File: config.mk
export PLATFORM = sky130hd
export DESIGN_NAME = jpeg_stream_arb
export DESIGN_NICKNAME = d
export VERILOG_FILES = /design/src/rtl/jpeg_stream_arb_pkg.sv /design/src/rtl/jpeg_stream_arb_rr_pick.sv /design/src/rtl/jpeg_stream_arb.sv
export SDC_FILE = /design/constraint.sdc
export NUM_CORES = 1
export LEC_CHECK = 0
export CAP_MARGIN = 20
export CORE_AREA = 2 2 103 105
export CTS_BUF_LIST = sky130_fd_sc_hd__clkbuf_16
export DETAILED_ROUTE_END_ITERATION = 10
export DIE_AREA = 0 0 105 107
export PLACE_DENSITY = 0.8
export SLEW_MARGIN = 20
export SYNTH_ARGS = -nofsm -noshare
export SYNTH_HDL_FRONTEND = slang
export SYNTH_HIERARCHICAL = 1
export SYNTH_SLANG_ARGS = --single-unit
File: constraint.sdc
create_clock -name clk_i -period 4.7 [get_ports clk_i]
set_input_delay 0.705 -clock clk_i [delete_from_list [all_inputs] [get_ports clk_i]]
set_output_delay 0.705 -clock clk_i [all_outputs]
set_load 0.005 [all_outputs]
File: src/rtl/jpeg_stream_arb_pkg.sv
// Shared types and helpers for the frame-granular JPEG input stream arbiter.
// The optional statistics feature is enabled by JPEG_STREAM_ARB_STATS_EN.
package jpeg_stream_arb_pkg;

    localparam int DATA_W    = 32;
    localparam int STRB_W    = 4;
    localparam int CNT_W     = 16;
    localparam int MAX_REQ   = 8;
    localparam int MAX_IDX_W = 3;

    typedef enum logic [1:0] {
        ST_IDLE  = 2'd0,
        ST_XFER  = 2'd1,
        ST_DRAIN = 2'd2
    } arb_state_e;

    typedef struct packed {
        logic                 found;
        logic [MAX_IDX_W-1:0] idx;
    } pick_t;

    // Walk offsets from the highest down so the smallest offset from ptr wins.
    function automatic pick_t rr_pick(input logic [MAX_REQ-1:0]   req,
                                      input logic [MAX_IDX_W-1:0] ptr,
                                      input int                   num);
        pick_t                res;
        logic [MAX_IDX_W:0]   pos;
        res = '0;
        for (int i = MAX_REQ - 1; i >= 0; i--) begin
            if (i < num) begin
                pos = {1'b0, ptr} + (MAX_IDX_W + 1)'(i);
                if (pos >= (MAX_IDX_W + 1)'(num)) begin
                    pos = pos - (MAX_IDX_W + 1)'(num);
                end
                if (req[pos[MAX_IDX_W-1:0]]) begin
                    res.found = 1'b1;
                    res.idx   = pos[MAX_IDX_W-1:0];
                end
            end
        end
        return res;
    endfunction

endpackage

File: src/rtl/jpeg_stream_arb_rr_pick.sv
// Combinational circular-priority picker: first set request at or after rr_ptr_i.
module jpeg_stream_arb_rr_pick
    import jpeg_stream_arb_pkg::*;
#(
    parameter int NUM_REQ = 4,
    parameter int ID_W    = 2
) (
    input  logic [NUM_REQ-1:0] req_i,
    input  logic [ID_W-1:0]    rr_ptr_i,
    output logic               found_o,
    output logic [ID_W-1:0]    idx_o
);

    logic [MAX_REQ-1:0]   req_ext;
    logic [MAX_IDX_W-1:0] ptr_ext;
    pick_t                pick;

    always_comb begin
        req_ext                = '0;
        req_ext[NUM_REQ-1:0]   = req_i;
        ptr_ext                = MAX_IDX_W'(rr_ptr_i);
        pick                   = rr_pick(req_ext, ptr_ext, NUM_REQ);
    end

    assign found_o = pick.found;
    assign idx_o   = ID_W'(pick.idx);

endmodule

File: src/rtl/jpeg_stream_arb.sv
// Frame-granular arbiter sharing one jpeg_core input among NUM_REQ requesters.
// Define JPEG_STREAM_ARB_STATS_EN to build the per-requester frame counters.
module jpeg_stream_arb
    import jpeg_stream_arb_pkg::*;
#(
    parameter int NUM_REQ     = 4,
    parameter int ID_W        = 2,
    parameter int IDLE_CYCLES = 4
) (
    input  logic                      clk_i,
    input  logic                      rst_ni,
    input  logic [NUM_REQ-1:0]        req_valid_i,
    input  logic [NUM_REQ*DATA_W-1:0] req_data_i,
    input  logic [NUM_REQ*STRB_W-1:0] req_strb_i,
    input  logic [NUM_REQ-1:0]        req_last_i,
    output logic [NUM_REQ-1:0]        req_accept_o,
    output logic                      core_valid_o,
    output logic [DATA_W-1:0]         core_data_o,
    output logic [STRB_W-1:0]         core_strb_o,
    output logic                      core_last_o,
    input  logic                      core_accept_i,
    input  logic                      core_idle_i,
    output logic [ID_W-1:0]           owner_id_o,
    output logic                      owner_valid_o,
    output logic [NUM_REQ*CNT_W-1:0]  frame_cnt_o
);

    arb_state_e        state_q, state_d;
    logic [ID_W-1:0]   gnt_q, gnt_d;
    logic [ID_W-1:0]   rr_ptr_q, rr_ptr_d;
    logic [7:0]        drain_cnt_q, drain_cnt_d;

    logic              pick_found;
    logic [ID_W-1:0]   pick_idx;
    logic [ID_W-1:0]   next_ptr;
    logic              drain_done;

    logic              sel_valid;
    logic              sel_last;
    logic [DATA_W-1:0] sel_data;
    logic [STRB_W-1:0] sel_strb;

    jpeg_stream_arb_rr_pick #(
        .NUM_REQ (NUM_REQ),
        .ID_W    (ID_W)
    ) u_pick (
        .req_i    (req_valid_i),
        .rr_ptr_i (rr_ptr_q),
        .found_o  (pick_found),
        .idx_o    (pick_idx)
    );

    // Compare against every legal index so a non-power-of-two NUM_REQ never indexes out of range.
    always_comb begin
        sel_valid = 1'b0;
        sel_last  = 1'b0;
        sel_data  = '0;
        sel_strb  = '0;
        for (int k = 0; k < NUM_REQ; k++) begin
            if (gnt_q == ID_W'(k)) begin
                sel_valid = req_valid_i[k];
                sel_last  = req_last_i[k];
                sel_data  = req_data_i[k*DATA_W +: DATA_W];
                sel_strb  = req_strb_i[k*STRB_W +: STRB_W];
            end
        end
    end

    assign next_ptr   = (gnt_q == ID_W'(NUM_REQ - 1)) ? '0 : gnt_q + ID_W'(1);
    assign drain_done = (state_q == ST_DRAIN) && core_idle_i &&
                        (({1'b0, drain_cnt_q} + 9'd1) >= 9'(IDLE_CYCLES));

    always_comb begin
        state_d       = state_q;
        gnt_d         = gnt_q;
        rr_ptr_d      = rr_ptr_q;
        drain_cnt_d   = drain_cnt_q;
        core_valid_o  = 1'b0;
        core_data_o   = '0;
        core_strb_o   = '0;
        core_last_o   = 1'b0;
        req_accept_o  = '0;
        owner_valid_o = (state_q != ST_IDLE);
        owner_id_o    = (state_q != ST_IDLE) ? gnt_q : '0;

        case (state_q)
            ST_IDLE: begin
                if (pick_found) begin
                    gnt_d   = pick_idx;
                    state_d = ST_XFER;
                end
            end
            ST_XFER: begin
                core_valid_o = sel_valid;
                core_data_o  = sel_data;
                core_strb_o  = sel_strb;
                core_last_o  = sel_last;
                for (int k = 0; k < NUM_REQ; k++) begin
                    if (gnt_q == ID_W'(k)) begin
                        req_accept_o[k] = core_accept_i;
                    end
                end
                if (sel_valid && core_accept_i && sel_last) begin
                    state_d     = ST_DRAIN;
                    drain_cnt_d = '0;
                    rr_ptr_d    = next_ptr;
                end
            end
            ST_DRAIN: begin
                // The core must report idle for an unbroken run before the next image may start.
                if (drain_done) begin
                    state_d     = ST_IDLE;
                    drain_cnt_d = '0;
                end else if (core_idle_i) begin
                    drain_cnt_d = drain_cnt_q + 8'd1;
                end else begin
                    drain_cnt_d = '0;
                end
            end
            default: begin
                state_d = ST_IDLE;
            end
        endcase
    end

    always_ff @(posedge clk_i or negedge rst_ni) begin
        if (!rst_ni) begin
            state_q     <= ST_IDLE;
            gnt_q       <= '0;
            rr_ptr_q    <= '0;
            drain_cnt_q <= '0;
        end else begin
            state_q     <= state_d;
            gnt_q       <= gnt_d;
            rr_ptr_q    <= rr_ptr_d;
            drain_cnt_q <= drain_cnt_d;
        end
    end

`ifdef JPEG_STREAM_ARB_STATS_EN
    logic [CNT_W-1:0] frame_cnt_q [NUM_REQ];

    always_ff @(posedge clk_i or negedge rst_ni) begin
        if (!rst_ni) begin
            for (int k = 0; k < NUM_REQ; k++) begin
                frame_cnt_q[k] <= '0;
            end
        end else if (drain_done) begin
            for (int k = 0; k < NUM_REQ; k++) begin
                if (gnt_q == ID_W'(k)) begin
                    frame_cnt_q[k] <= frame_cnt_q[k] + CNT_W'(1);
                end
            end
        end
    end

    always_comb begin
        frame_cnt_o = '0;
        for (int k = 0; k < NUM_REQ; k++) begin
            frame_cnt_o[k*CNT_W +: CNT_W] = frame_cnt_q[k];
        end
    end
`else
    assign frame_cnt_o = '0;
`endif

endmodule

==> impl_metrics.ini, run 1 <==
[status]
status = finished clean

[yosys]
synth.avg_cell_area_um2 = 7.13
synth_ff_type = dfrtp_1
synth_edf_count = 0
ys_types = 48
syn_area_um2 = 2850
ys_seq_area_share_pct = 12.3
yosys_warnings = 6
netlist_instances = 399
synth-seq-cells = 14
postSynth.asyncResetShare_pct = 100

[detailed_routing]
wl_per_cell_um = 15.5
ant_nets = 0
drt_iter0_drc = 149
drc = 0
via_per_inst = 4.91
drtPass1Iterations = 4
vias = 3488
wl_um = 11000

[global_routing]
grt_max_degree = 45
track_usage_pct = 17.5
overflow = 0
grt_pass1_vias = 3265
antenna_found_initial = 0
grt_pass1_wl_um = 16100

[clock_tree]
clk_latency_ps = 240
cts_max_path_buffers = 2
clkSlewWorstSetupHoldPaths_ps = 40
clock_sinks = 14
hold_buffers = 0
numCtsBuffers = 3
ctsResizeCount = 0
cts_root_buffer = clkbuf_16
h-tree-depth = 1
cts_tree = yes
post-cts-setup-buffer-count = 0

[final_layout]
area_growth_pct = 67.6
final_nets = 738
postLayoutCoreUtil_pct = 47.2
fill_cells = 969
drive_gt1_share_pct = 3.48
n_antenna_cell = 0
seq_area_um2 = 350
multi_input_area_um2 = 1970

[sta]
rsz0062_at_grt = false
drv_slew = 0
worstMarginPinSlew_ps = 886
setup_viol_count_final = 0
holdWs_ps = 485
hold_viol = 0
fin_ws_ps = 803
tns_ps = 0
max_slew_margin_pct = 40.9
clock.fmax_ghz = 0.257
finalCritPeriodShare_pct = 82.9
fin_crit_ps = 3900
fin_skew_ps = 2.41

[run]
max_cap_viol_count = 0

[die]
start_util_pct = 28.2
num_io_pins = 265
placementRows = 37
coreArea_um2 = 10100
die_area_um2 = 11200
die_w_um = 105
die_h_um = 107

[pwr]
p_leak_nw = 1.96
irDropWorstVdd_mv = 0.229
p_per_area_nw_per_um2 = 541

[setup_path]
crit_required_ps = 3990
end_kind = output port
critPathLaunchType = flop
critical_path_class = flop to output port
cp_max_fo = 43
cp.arrival_ps = 3190

[place]
dpl.hpwl_um = 8900
gp_congestion = 0.865
post-place-ws_ps = 1010
place.port_buffers = 200

[hold_path]
hold_class = flop to flop
-- layout by cell type, fill, tap and decap left out, types with 3 or more instances in the layout --
cell	instances
a211o_1	37
a211oi_1	6
a21oi_1	37
a221oi_1	36
a31oi_1	4
and2_1	9
and3_1	4
buf_4	3
clkbuf_16	3
clkdlybuf4s50_1	200
clkinv_1	18
conb_1	64
dfrtp_1	14
ha_1	3
ha_2	3
inv_1	25
mux2_1	5
nand2_1	42
nor2_1	9
nor2b_1	4
nor3_1	3
nor3b_1	3
o21ai_0	5
-- registers in the layout (all words and copies together), names as in the netlist --
| register | flops |
|---|---|
| drain_cnt_q | 8 |
| gnt_q | 2 |
| rr_ptr_q | 2 |
| state_q | 2 |
-- critical path, cell delays in order (launching register included) --
cell             delay (ps)
dfrtp_1                 390
inv_1                   100
ha_2                    460
nor2b_4                 530
buf_4                   330
a221oi_1                120
a211o_1                 320
a21oi_1                 150
clkdlybuf4s50_1         530
-- final cells by class --
class	instances	area share, %
Sequential cell	14	7.35
Tap cell	136	3.57
Timing Repair Buffer	204	42.9
Inverter	43	3.38
Multi-Input combinational cell	310	41.2
Clock buffer	3	1.57
-- cells by family (layout without fill, tap and decap cells) --
family          after synthesis  count (layout)  share of synthesized area (%)
compound gates              141             141                           38.0
buf+inv                     138             250                           27.5
simple gates                 91              91                           16.4
flops                        14              14                           12.3
mux                           7               7                           2.68
fa+ha+maj                     6               6                           2.64
other cells                   1              64                          0.132
xor+xnor                      1               1                          0.308
-- Yosys cell counts (4+ instances only) --
library cell  count  share of area [%]
buf_4            67                 18
nand2_1          42                5.5
a211o_1          37                 11
a21oi_1          37                6.5
a221oi_1         36                 11
inv_1            25                3.3
clkinv_1         18                2.4
clkbuf_1         15                2.0
dfrtp_1          14                 12
buf_2            10                1.8
and2_1            9                2.0
nor2_1            9                1.2
a211oi_1          6                1.6
ha_1              6                2.6
mux2_1            5                2.0
nor2b_1           5                1.1
o21ai_0           5               0.88
a31oi_1           4               0.88
and3_1            4               0.88
-- final timing paths --
kind / start / to / slack, ps / cells past startpoint
worst max register to register: gnt_q[1] / rr_ptr_q[1] / 2040 / 6
worst max-delay path: gnt_q[1] / core_data_o[16] / 800 / 8
max in group asynchronous: rst_ni / gnt_q[1] / 3430 / 1
min in group asynchronous: rst_ni / gnt_q[0] / 860 / 1
worst min-delay path: drain_cnt_q[7] / drain_cnt_q[7] / 490 / 1
worst min register to register: drain_cnt_q[7] / drain_cnt_q[7] / 490 / 1
-- metal layers --
layer | vias up | routed length, µm | track usage [%]
met3 | 19 | 611 | 2.13
met4 | 0 | 238 | 5.05
met1 | 1631 | 4370 | 20.3
met2 | 170 | 5800 | 33.5
met5 | - | 0 | 0
li1 | 1668 | - | -
-- stage by stage --
step | instances | power, W | cell area (µm²)
6_report | 710 | 0.00258 | 4770
5_1_grt | 710 | 0.00278 | 4770
4_1_cts | 710 | 0.00259 | 4770
3_5_place_dp | 707 | 0.00242 | 4690
3_3_place_gp | 707 | 0.00238 | 4690
2_1_floorplan | 462 | 0.00146 | 3080
-- power by group --
group	total (W)	switching (W)	internal, W
combinational	0.00220	0.000989	0.00121
sequential	0.000220	0.0000685	0.000151
clock	0.000158	0.0000467	0.000111
total	0.00258	0.00110	0.00147
Note: power is estimated with default switching activity, not from simulation.
==> run 2, diff against run 1 <==
--- a/config.mk
+++ b/config.mk
@@ -6,11 +6,11 @@
 export NUM_CORES = 1
 export LEC_CHECK = 0
 export CAP_MARGIN = 20
-export CORE_AREA = 2 2 103 105
+export CORE_AREA = 2 2 104 106
 export CTS_BUF_LIST = sky130_fd_sc_hd__clkbuf_16
 export DETAILED_ROUTE_END_ITERATION = 10
-export DIE_AREA = 0 0 105 107
-export PLACE_DENSITY = 0.8
+export DIE_AREA = 0 0 106 108
+export PLACE_DENSITY = 0.79
 export SLEW_MARGIN = 20
 export SYNTH_ARGS = -nofsm -noshare
 export SYNTH_HDL_FRONTEND = slang
==> constraint.sdc (replaced) <==
create_clock -name clk_i -period 3.89 [get_ports clk_i]
set_input_delay 0.5835 -clock clk_i [delete_from_list [all_inputs] [get_ports clk_i]]
set_output_delay 0.5835 -clock clk_i [all_outputs]
set_load 0.005 [all_outputs]
==> impl_metrics.ini, run 2 (synthesized netlist as in run 1, its figures left out) <==
[setup_path]
critical_path_class = flop to output port
cp.arrival_ps = 2870
r2r_cells = 7
reg2reg_to = drain_cnt_q[3]
worstSetupStartpoint = gnt_q[1]
crit_required_ps = 3310
rrSetupSlack_ps = 1410
crit_end = core_data_o[10]
critPathLaunchType = flop
slowest_delay_ps = 560
cp_slowest_cell = clkdlybuf4s50_1
reg2reg_from = gnt_q[0]
end_kind = output port
cp_cell_sequence = inv_1, ha_2, buf_4, a221oi_1, a211o_1, a21oi_1, clkdlybuf4s50_1
cp_max_fo = 22

[place]
placedCellCount = 710
dpl_cell_area_um2 = 4700
place.port_buffers = 200
dpl.hpwl_um = 8900
gp_congestion = 0.833
post-place-ws_ps = 689

[sta]
finalCritPeriodShare_pct = 88.9
rsz0062_at_grt = false
fin_skew_ps = 1.52
setup_viol_count_final = 0
hold_viol = 0
fin_crit_ps = 3460
clock.fmax_ghz = 0.289
worstMarginPinSlew_ps = 859
max_slew_margin_pct = 42.7
drv_slew = 0
fin_ws_ps = 433
tns_ps = 0

[clock_tree]
post-cts-setup-buffer-count = 0
cts_max_path_buffers = 2
cts_tree = yes
clock_sinks = 14
cts_root_buffer = clkbuf_16
clk_latency_ps = 240
numCtsBuffers = 3
ctsResizeCount = 0
h-tree-depth = 1
hold_buffers = 0
clkSlewWorstSetupHoldPaths_ps = 50

[final_layout]
postLayoutCoreUtil_pct = 46.7
drive_gt1_share_pct = 3.98
largest_reg_flops = 8
final_nets = 741
fill_cells = 994
area_growth_pct = 67.9
layout_common_cells = 200 x clkdlybuf4s50_1, 64 x conb_1, 42 x nand2_1
n_antenna_cell = 0
fin_area_um2 = 4780
final_cell_count_no_fill = 714
final_common_cell = clkdlybuf4s50_1
largest-register = drain_cnt_q

[run]
max_cap_viol_count = 0

[pwr]
irDropWorstVdd_mv = 0.370
p_comb_share_pct = 85.4
p_leak_nw = 1.97
p_per_area_nw_per_um2 = 661
p_clk_share_pct = 6.2
power_switching_share_pct = 43.5
p_switching_w = 0.00137
cell_internal_pwr_w = 0.00178
power_frac_seq_pct = 8.4

[die]
die_h_um = 108
placementRows = 37
die_area_um2 = 11400
coreArea_um2 = 10200
num_io_pins = 265
die_w_um = 106
start_util_pct = 27.8

[global_routing]
track_usage_pct = 17.7
grt_pass1_wl_um = 16400
grt_max_degree = 39
grt_pass1_vias = 3287
antenna_found_initial = 0
overflow = 0

[detailed_routing]
drc = 0
wl_um = 11200
drt_iter0_drc = 287
vias = 3487
drtPass1Iterations = 4
wl_per_cell_um = 15.7
ant_nets = 0
via_per_inst = 4.88

[status]
status = finished clean

[hold_path]
hold_class = flop to flop
## run 2: layout make-up
cell class	count	area, µm²	share of cell area, %
sequential	14	350	7.33
inverter	43	161	3.38
timing repair buffer	207	2050	43.0
multi-input combinational	310	1960	41.1
tap	136	170	3.56
clock buffer	3	75.1	1.57
clock inverter	1	3.75	0.0786
## run 2: power groups by stage
stage               registers [W]  clock network [W]  logic [W]
CTS                      0.000263           0.000194    0.00271
floorplan                0.000220                  0    0.00154
global placement         0.000257                  0    0.00266
detailed placement       0.000265                  0    0.00269
global route             0.000274           0.000201    0.00294
finish                   0.000265           0.000195    0.00270
## run 2: worst min path at each step
stage	start	endpoint	slack, ps	depth (start not counted)
floorplan	rst_ni	drain_cnt_q[0]	290	0
global placement	drain_cnt_q[7]	drain_cnt_q[7]	470	1
detailed placement	drain_cnt_q[7]	drain_cnt_q[7]	490	1
CTS	drain_cnt_q[7]	drain_cnt_q[7]	530	1
global route	drain_cnt_q[7]	drain_cnt_q[7]	560	1
finish	drain_cnt_q[7]	drain_cnt_q[7]	520	1
## run 2: through the flow
stage               hold slack [ps]  total power (W)
global route                    558          0.00341
CTS                             532          0.00317
finish                          524          0.00316
detailed placement              494          0.00296
floorplan                       288          0.00176
global placement                472          0.00292
## run 2: per-layer routing
| metal | share of wire (%) | up-vias | global-route usage [%] |
|---|---|---|---|
| li1 | - | 1673 | - |
| met2 | 54 | 173 | 34.1 |
| met1 | 38 | 1634 | 20.5 |
| met3 | 7.5 | 7 | 3.56 |
| met4 | 0.60 | 0 | 2.44 |
| met5 | 0 | - | 0 |
## run 2: worst max-delay path, delay by kind of cell, from the launching register on
| family | cells | cell delay [ps] |
|---|---|---|
| buf+inv | 3 | 1040 |
| compound gates | 3 | 650 |
| fa+ha+maj | 1 | 500 |
| flops | 1 | 410 |
